--- src/rtl/memory_access.sv ---
// Pipeline MEM stage: issues load/store requests on the data bus, aligns and extends load data,
// builds store lanes/strobes, and produces the MEM/WB bundle plus MEM-stage forwarding outputs.
module memory_access #(
    parameter int XLEN = 64
) (
    input  logic                 clk,
    input  logic                 reset,

    input  logic                 ex_valid,
    input  logic [31:0]          ex_inst,
    input  logic [XLEN-1:0]      ex_pc,
    input  logic [XLEN-1:0]      ex_alu_result,
    input  logic [XLEN-1:0]      ex_store_data,
    input  logic [4:0]           ex_reg_dest_addr,
    input  logic                 ex_reg_write_enable,
    input  logic                 advance,

    output logic                 dreq_valid,
    output logic [XLEN-1:0]      dreq_addr,
    output logic [2:0]           dreq_size,
    output logic [XLEN/8-1:0]    dreq_strobe,
    output logic [XLEN-1:0]      dreq_data,
    input  logic                 dresp_addr_ok,
    input  logic                 dresp_data_ok,
    input  logic [XLEN-1:0]      dresp_data,

    output logic                 wb_valid,
    output logic [31:0]          wb_inst,
    output logic [XLEN-1:0]      wb_pc,
    output logic [4:0]           wb_reg_dest_addr,
    output logic                 wb_reg_write_enable,
    output logic [XLEN-1:0]      wb_result,
    output logic                 wb_misaligned,

    output logic [4:0]           forward_reg_dest_addr,
    output logic                 forward_reg_write_enable,
    output logic [XLEN-1:0]      forward_reg_write_data,
    output logic                 forward_data_ready,
    output logic                 ok
);

    localparam int NBYTES = XLEN / 8;
    localparam int OFFW   = $clog2(NBYTES);

    typedef enum logic [1:0] {
        S_IDLE,
        S_BUSY,
        S_DONE
    } state_t;

    state_t             r_state;
    logic [XLEN-1:0]    r_data;

    logic [6:0]         w_opcode;
    logic [2:0]         w_funct3;
    logic               w_is_load;
    logic               w_is_store;
    logic               w_is_mem;
    logic [1:0]         w_size;
    logic [OFFW-1:0]    w_off;
    logic [3:0]         w_bytes;
    logic [OFFW-1:0]    w_align_mask;
    logic               w_misaligned_addr;
    logic               w_misaligned;
    logic               w_req;
    logic               w_done;
    logic [OFFW+1:0]    w_lane_end;
    logic [NBYTES-1:0]  w_lane_hit;
    logic [XLEN-1:0]    w_shifted;
    logic [XLEN-1:0]    w_load_ext;
    logic               w_unused;

    // ------------------------------------------------------------------
    // Decode
    // ------------------------------------------------------------------
    assign w_opcode   = ex_inst[6:0];
    assign w_funct3   = ex_inst[14:12];
    assign w_is_load  = (w_opcode == 7'b0000011) && (w_funct3 != 3'b111);
    assign w_is_store = (w_opcode == 7'b0100011) && !w_funct3[2];
    assign w_is_mem   = ex_valid && (w_is_load || w_is_store);

    assign w_size       = w_funct3[1:0];
    assign w_off        = ex_alu_result[OFFW-1:0];
    assign w_bytes      = 4'd1 << w_size;
    assign w_align_mask = OFFW'(w_bytes - 4'd1);

    assign w_misaligned_addr = |(w_off & w_align_mask);
    assign w_misaligned      = w_is_mem && w_misaligned_addr;
    assign w_req             = w_is_mem && !w_misaligned_addr;
    assign w_done            = (r_state == S_DONE);

    // ------------------------------------------------------------------
    // Store byte lanes: lane gi is written when off <= gi < off + bytes
    // ------------------------------------------------------------------
    assign w_lane_end = (OFFW+2)'(w_off) + (OFFW+2)'(w_bytes);

    generate
        for (genvar gi = 0; gi < NBYTES; gi++) begin : g_lane
            assign w_lane_hit[gi]  = (OFFW'(gi) >= w_off) && ((OFFW+2)'(gi) < w_lane_end);
            assign dreq_strobe[gi] = w_is_store && w_lane_hit[gi];
        end
    endgenerate

    // ------------------------------------------------------------------
    // Request channel: fields follow the EX inputs, which stay frozen while ok=0
    // ------------------------------------------------------------------
    assign dreq_valid = !reset && w_req && (r_state != S_DONE);
    assign dreq_addr  = ex_alu_result;
    assign dreq_size  = {1'b0, w_size};
    assign dreq_data  = ex_store_data << {w_off, 3'b000};

    // ------------------------------------------------------------------
    // Request FSM and response capture
    // ------------------------------------------------------------------
    always_ff @(posedge clk) begin
        if (reset) begin
            r_state <= S_IDLE;
            r_data  <= '0;
        end else begin
            case (r_state)
                S_IDLE: begin
                    if (w_req) begin
                        if (dresp_data_ok) begin
                            r_data  <= dresp_data;
                            r_state <= S_DONE;
                        end else begin
                            r_state <= S_BUSY;
                        end
                    end
                end
                S_BUSY: begin
                    if (dresp_data_ok) begin
                        r_data  <= dresp_data;
                        r_state <= S_DONE;
                    end
                end
                S_DONE: begin
                    if (advance) begin
                        r_state <= S_IDLE;
                    end
                end
                default: r_state <= S_IDLE;
            endcase
        end
    end

    // ------------------------------------------------------------------
    // Load alignment and extension
    // ------------------------------------------------------------------
    assign w_shifted = r_data >> {w_off, 3'b000};

    always_comb begin
        w_load_ext = w_shifted;
        case (w_funct3)
            3'b000:  w_load_ext = {{(XLEN-8){w_shifted[7]}},   w_shifted[7:0]};
            3'b001:  w_load_ext = {{(XLEN-16){w_shifted[15]}}, w_shifted[15:0]};
            3'b010:  w_load_ext = {{(XLEN-32){w_shifted[31]}}, w_shifted[31:0]};
            3'b100:  w_load_ext = {{(XLEN-8){1'b0}},  w_shifted[7:0]};
            3'b101:  w_load_ext = {{(XLEN-16){1'b0}}, w_shifted[15:0]};
            3'b110:  w_load_ext = {{(XLEN-32){1'b0}}, w_shifted[31:0]};
            default: w_load_ext = w_shifted;
        endcase
    end

    // ------------------------------------------------------------------
    // MEM/WB bundle, forwarding and completion
    // ------------------------------------------------------------------
    assign wb_valid            = ex_valid;
    assign wb_inst             = ex_inst;
    assign wb_pc               = ex_pc;
    assign wb_reg_dest_addr    = ex_reg_dest_addr;
    assign wb_reg_write_enable = ex_reg_write_enable && !w_misaligned;
    assign wb_result           = w_is_load ? w_load_ext : ex_alu_result;
    assign wb_misaligned       = w_misaligned;

    assign ok = !w_is_mem || w_misaligned || w_done;

    assign forward_reg_dest_addr    = ex_reg_dest_addr;
    assign forward_reg_write_enable = ex_valid && wb_reg_write_enable;
    assign forward_reg_write_data   = wb_result;
    assign forward_data_ready       = ok;

    // addr_ok carries no meaning for this stage; the bus completes on data_ok
    assign w_unused = &{1'b0, dresp_addr_ok};

endmodule

--- config.mk ---
export PLATFORM = sky130hd
export DESIGN_NAME = memory_access
export DESIGN_NICKNAME = d
export VERILOG_FILES = /design/src/rtl/memory_access.sv
export SDC_FILE = /design/constraint.sdc
export NUM_CORES = 1
export LEC_CHECK = 0
export CORE_AREA = 2 2 265 267
export CTS_CLUSTER_DIAMETER = 200
export DETAILED_ROUTE_END_ITERATION = 12
export DIE_AREA = 0 0 267 269
export GPL_ROUTABILITY_DRIVEN = 0
export PLACE_DENSITY = 0.45
export SKIP_CTS_REPAIR_TIMING = 1
export SLEW_MARGIN = 20
export SYNTH_ARGS = -nofsm -noshare
export SYNTH_HDL_FRONTEND = slang
export SYNTH_SLANG_ARGS = --single-unit
export TNS_END_PERCENT = 10
--- constraint.sdc ---
create_clock -name clk -period 12.13 [get_ports clk]
set_input_delay 3.0325 -clock clk [delete_from_list [all_inputs] [get_ports clk]]
set_output_delay 3.0325 -clock clk [all_outputs]
set_load 0.01 [all_outputs]
# ---- Yosys cells after proc, flatten, opt, wreduce, memory -nomap -nowiden
# Cells that the tools add are included.
dict set report classes {
  add_sub_neg 2
  n_lt_le_gt_ge 16
  n_eq_ne 14
  n_shift 3
  mux 10
  bitwise 1
  n_reduce_logical 39
}
# op n
set op_table {}
lappend op_table {{$pmux 64 s6} 1}
lappend op_table {{$mux 64} 3}
lappend op_table {{$pmux 64 s2} 1}
lappend op_table {{$shl 64x6->64} 1}
lappend op_table {{$shr 64x6->64} 1}
lappend op_table {{$logic_and 1x1->1} 25}
lappend op_table {{$lt 3x5->1 const A} 4}
lappend op_table {{$ge 3x3->1 const A} 4}
lappend op_table {{$lt 1x5->1 const A} 2}
lappend op_table {{$lt 2x5->1 const A} 2}
lappend op_table {{$eq 3x3->1 const B} 3}
lappend op_table {{$mux 2} 4}
lappend op_table {{$ne 2x2->1 const B} 4}
lappend op_table {{$eq 7x2->1 const B} 1}
lappend op_table {{$eq 7x6->1 const B} 1}
lappend op_table {{$ge 1x3->1 const A} 2}
lappend op_table {{$ge 2x3->1 const A} 2}
lappend op_table {{$pmux 2 s3} 1}
lappend op_table {{$add 3x4->5} 1}
lappend op_table {{$logic_not 1->1} 5}
lappend op_table {{$shl 1x2->4 const A} 1}
lappend op_table {{$and 3x3->3} 1}
lappend op_table {{$eq 3x1->1 const B} 1}
lappend op_table {{$eq 3x2->1 const B} 1}
lappend op_table {{11 further kinds} 13}
dict set report word_totals {
  ff_bits 66
  in_bits 300
  output_inout_bits 380
}

# ---- Depth between registers and ports, before layout
dict set report logic_depth {
  depth_word 8
  mapped_depth 11
}

# ---- Worst setup path after synthesis
# No wires, ideal clock.
dict set report synth_path {
  kind {input to output}
  startpoint {in ex_alu_result[1]}
  endpoint {out dreq_strobe[0]}
  t_arrival_ns 5.394
  required_time_ns 9.097
  path_slack_ns 3.704
  cell_stages 11
  path_cell_list {buf_6 > buf_2 > buf_2 > buf_2 > xnor2_1 > ha_1 > nand4b_1 > o22ai_1 > a21oi_2 > nor3_1 > a2111oi_0}
}
dict set report synth_between {
  elab_chain_cells 4
}
# element line_no
set synth_lines {}
lappend synth_lines {{start, declared} 12} ;# input logic [XLEN-1:0] ex_alu_result,
lappend synth_lines {{$add 3x4->5} 95} ;# assign w_lane_end = (OFFW+2)'(w_off) + (OFFW+2)'(w_bytes);
lappend synth_lines {{$lt 1x5->1} 99} ;# assign w_lane_hit[gi] = (OFFW'(gi) >= w_off) && ((OFFW+2)'(gi) < w_lane_end);
lappend synth_lines {{$logic_and 1x1->1 *} 99}
lappend synth_lines {{$logic_and 1x1->1 *} 100} ;# assign dreq_strobe[gi] = w_is_store && w_lane_hit[gi];
lappend synth_lines {{end, declared} 21} ;# output logic [XLEN/8-1:0] dreq_strobe,
# Mark *: on every way between the ends. The rest lies on a longest branch, timed or not.

# ---- Final worst setup path
dict set report layout_path {
  startpoint {in ex_alu_result[2]}
  endpoint {out wb_result[39]}
}
dict set report layout_between {
  elab_chain_cells 3
}
# element line_no
set layout_lines {}
lappend layout_lines {{$shr 64x6->64} 150} ;# assign w_shifted = r_data >> {w_off, 3'b000};
lappend layout_lines {{$pmux 64 s6} 154} ;# case (w_funct3)
lappend layout_lines {{$mux 64} 173} ;# assign wb_result = w_is_load ? w_load_ext : ex_alu_result;
lappend layout_lines {{end, declared} 32} ;# output logic [XLEN-1:0] wb_result,
# No other way between the ends.

==> results.cfg <==
[sta]
fmax_ghz = 0.102
setup_tns_ns = 0
setup_ws_ns = 2.37
worstMarginPinSlew_ns = 1.04
drv_slew = 0
min_period_ns = 9.76
final-hold-violation-count = 0
slew_headroom_pct = 30.8
rsz0062_at_grt = no
finalClockSkew_ns = 0.00930
setup_viol = 0
fin_crit_sh_pct = 80.5

[die]
core_area_um2 = 69300
start_util_pct = 14.4
top_level_ports = 680
die_area_um2 = 71800
die_x_um = 267
fp.dieH_um = 269
row_count = 97

[layout]
nFillCells = 7636
register_area_um2 = 1320
antenna_cells = 0
fin_nets = 1756
drive_gt1_share_pct = 8.44
syn_to_final_growth_pct = 41.8
multi_input_area_um2 = 6370

[power]
irDropWorstVdd_v = 0.0000579
leakage_nw = 4.92
power_density_nw_per_um2 = 60.0
p_total_mw = 0.852

[place]
dp_hpwl_um = 41400
place_ws_ns = 2.35
portBuffers = 490

[global_route]
grt_overflow = 0
antenna_found_initial = 5
grt_use_total_pct = 13.4
grt_max_degree = 113
grt_pass1_wl_um = 69700
first_global_vias = 9645

[drt]
wirelength_met1_um = 19900
antenna_left = 0
route.detailed.drc = 0
viasPerCell = 4.02
drtPass1Iterations = 5
postRouteWirelength_um = 51200
wl_met2_um = 27000
vias = 9641
top_layer_used = met5
drt_iter0_drc = 539
routedWlPerCell_um = 21.3
wl_met3_um = 2890

[critical_path]
crit_type = in2out
cpMaxStageDelayCell = buf_4
endpoint_kind = primary output
cpPeakStageDelay_ns = 0.82
arrival_ns = 6.73
start_kind = primary input
worst-path-max-fanout = 71
cp.required_ns = 9.10
path_cells = buf_4, buf_4, nand2_1, o2bb2ai_1, o211ai_2, o311a_4, a31oi_1, clkdlybuf4s50_1
crit_top_cell = buf_4

[synth]
synth_edf_count = 0
synth_flop_cell = dfxtp_1
async_flop_share_pct = 0
yosysSeqAreaShare_pct = 13.2
syn_area_um2 = 10000
syn_avg_cell_area_um2 = 7.86
yosys_warnings = 0
syn_inst = 1274
synth-seq-cells = 66
ys_types = 55
synth.net_count = 1577

[clock_network]
cts_tree = done
clock_sinks = 66
clkTransAtPathRegs_ns = 0.06
cts_buffers = 9
clk_latency_ns = 0.33
clock_tree.buffer_depth = 2
htreeDepth = 3
clock-root-buffer = clkbuf_16

[hold_path]
hold_class = reg2reg

[run_status]
outcome = complete, no violations

[run]
cap_violations = 0
-- worst paths after layout --
kind                           startpoint                      end  slack [ns]  depth (start not counted)
setup / recovery         ex_alu_result[2]            wb_result[39]        2.37                          8
hold reg to reg    r_data[7]$_SDFFE_PP0P_   r_data[7]$_SDFFE_PP0P_        0.48                          2
setup reg to reg  r_state[0]$_SDFFE_PP0P_  r_data[11]$_SDFFE_PP0P_        9.95                          6
hold / removal     r_data[7]$_SDFFE_PP0P_   r_data[7]$_SDFFE_PP0P_        0.48                          2
-- where the power goes --
| part | leakage (nW) | switching [mW] | total, mW | internal (mW) |
|---|---|---|---|---|
| Clock | 0.124 | 0.105 | 0.250 | 0.145 |
| Combinational | 4.26 | 0.177 | 0.385 | 0.207 |
| Sequential | 0.531 | 0.000436 | 0.217 | 0.217 |
-- layout make-up --
| type | instances | share of cell area, % |
|---|---|---|
| Sequential cell | 66 | 9.31 |
| Clock buffer | 11 | 1.71 |
| Clock inverter | 5 | 0.273 |
| Inverter | 6 | 0.159 |
| Tap cell | 940 | 8.28 |
| Multi-Input combinational cell | 864 | 44.9 |
| Timing Repair Buffer | 506 | 35.4 |
-- worst max-delay path: cells and delay by family --
| kind | cells | cell delay (ns) |
|---|---|---|
| buffers and inverters | 3 | 2.05 |
| AO/OA/AOI/OAI | 4 | 1.44 |
| AND/OR/NAND/NOR | 1 | 0.11 |
-- through the flow --
stage / hold slack [ns] / util, % / cell area (um2) / std cells
CTS: 0.481 / 20.5 / 14200 / 2398
floorplan: 0.446 / - / 10000 / 1274
detailed placement: 0.463 / 20.1 / 13900 / 2382
global placement: 0.464 / 20.1 / 13900 / 2382
global route: 0.502 / 20.5 / 14200 / 2398
finish: 0.481 / 20.5 / 14200 / 2398
-- cell usage after synthesis (all sizes together), types with 14 or more instances --
library cell | number | area [um2]
a211oi | 16 | 120
a21oi | 126 | 976
a31oi | 14 | 87.6
buf | 291 | 2140
clkbuf | 47 | 176
dfxtp | 66 | 1320
mux2 | 31 | 353
mux2i | 193 | 1930
mux4 | 14 | 315
nand2 | 55 | 206
nand2b | 135 | 845
nor2 | 125 | 469
nor2b | 16 | 100
o21ai | 45 | 225
o22ai | 27 | 169
-- state kept, by name, summed over array words and instances (netlist names) --
| name | cells |
|---|---|
| r_data | 64 |
| r_state | 2 |
-- cell families after synthesis --
kind of cell | Yosys count | synth area share, %
fa+ha+maj | 3 | 0.375
mux | 238 | 26.0
other cells | 1 | 0.0375
flops | 66 | 13.2
compound gates | 255 | 18.3
buf+inv | 344 | 23.4
simple gates | 364 | 18.4
xor+xnor | 3 | 0.263
-- layout by cell type (no fill, tap or decap), types with 14 or more instances in the layout --
cell type and instances:
a211oi_1 16, dfxtp_1 66, mux2_2 30, buf_4 18, a21oi_1 94, nand2b_1 135
a31oi_1 14, o21ai_0 38, mux2i_1 193, nor2b_1 14, mux4_2 14, nand2_1 55
nor2_1 125, clkdlybuf4s50_1 486, a21oi_4 30, o22ai_1 27
-- routing by layer --
| layer | global-route usage (%) | vias up |
|---|---|---|
| li1 | - | 4528 |
| met1 | 15.1 | 4623 |
| met2 | 25.3 | 402 |
| met3 | 2.63 | 78 |
| met4 | 3.70 | 10 |
| met5 | 0 | - |
Note: power is estimated with default switching activity, not from simulation.
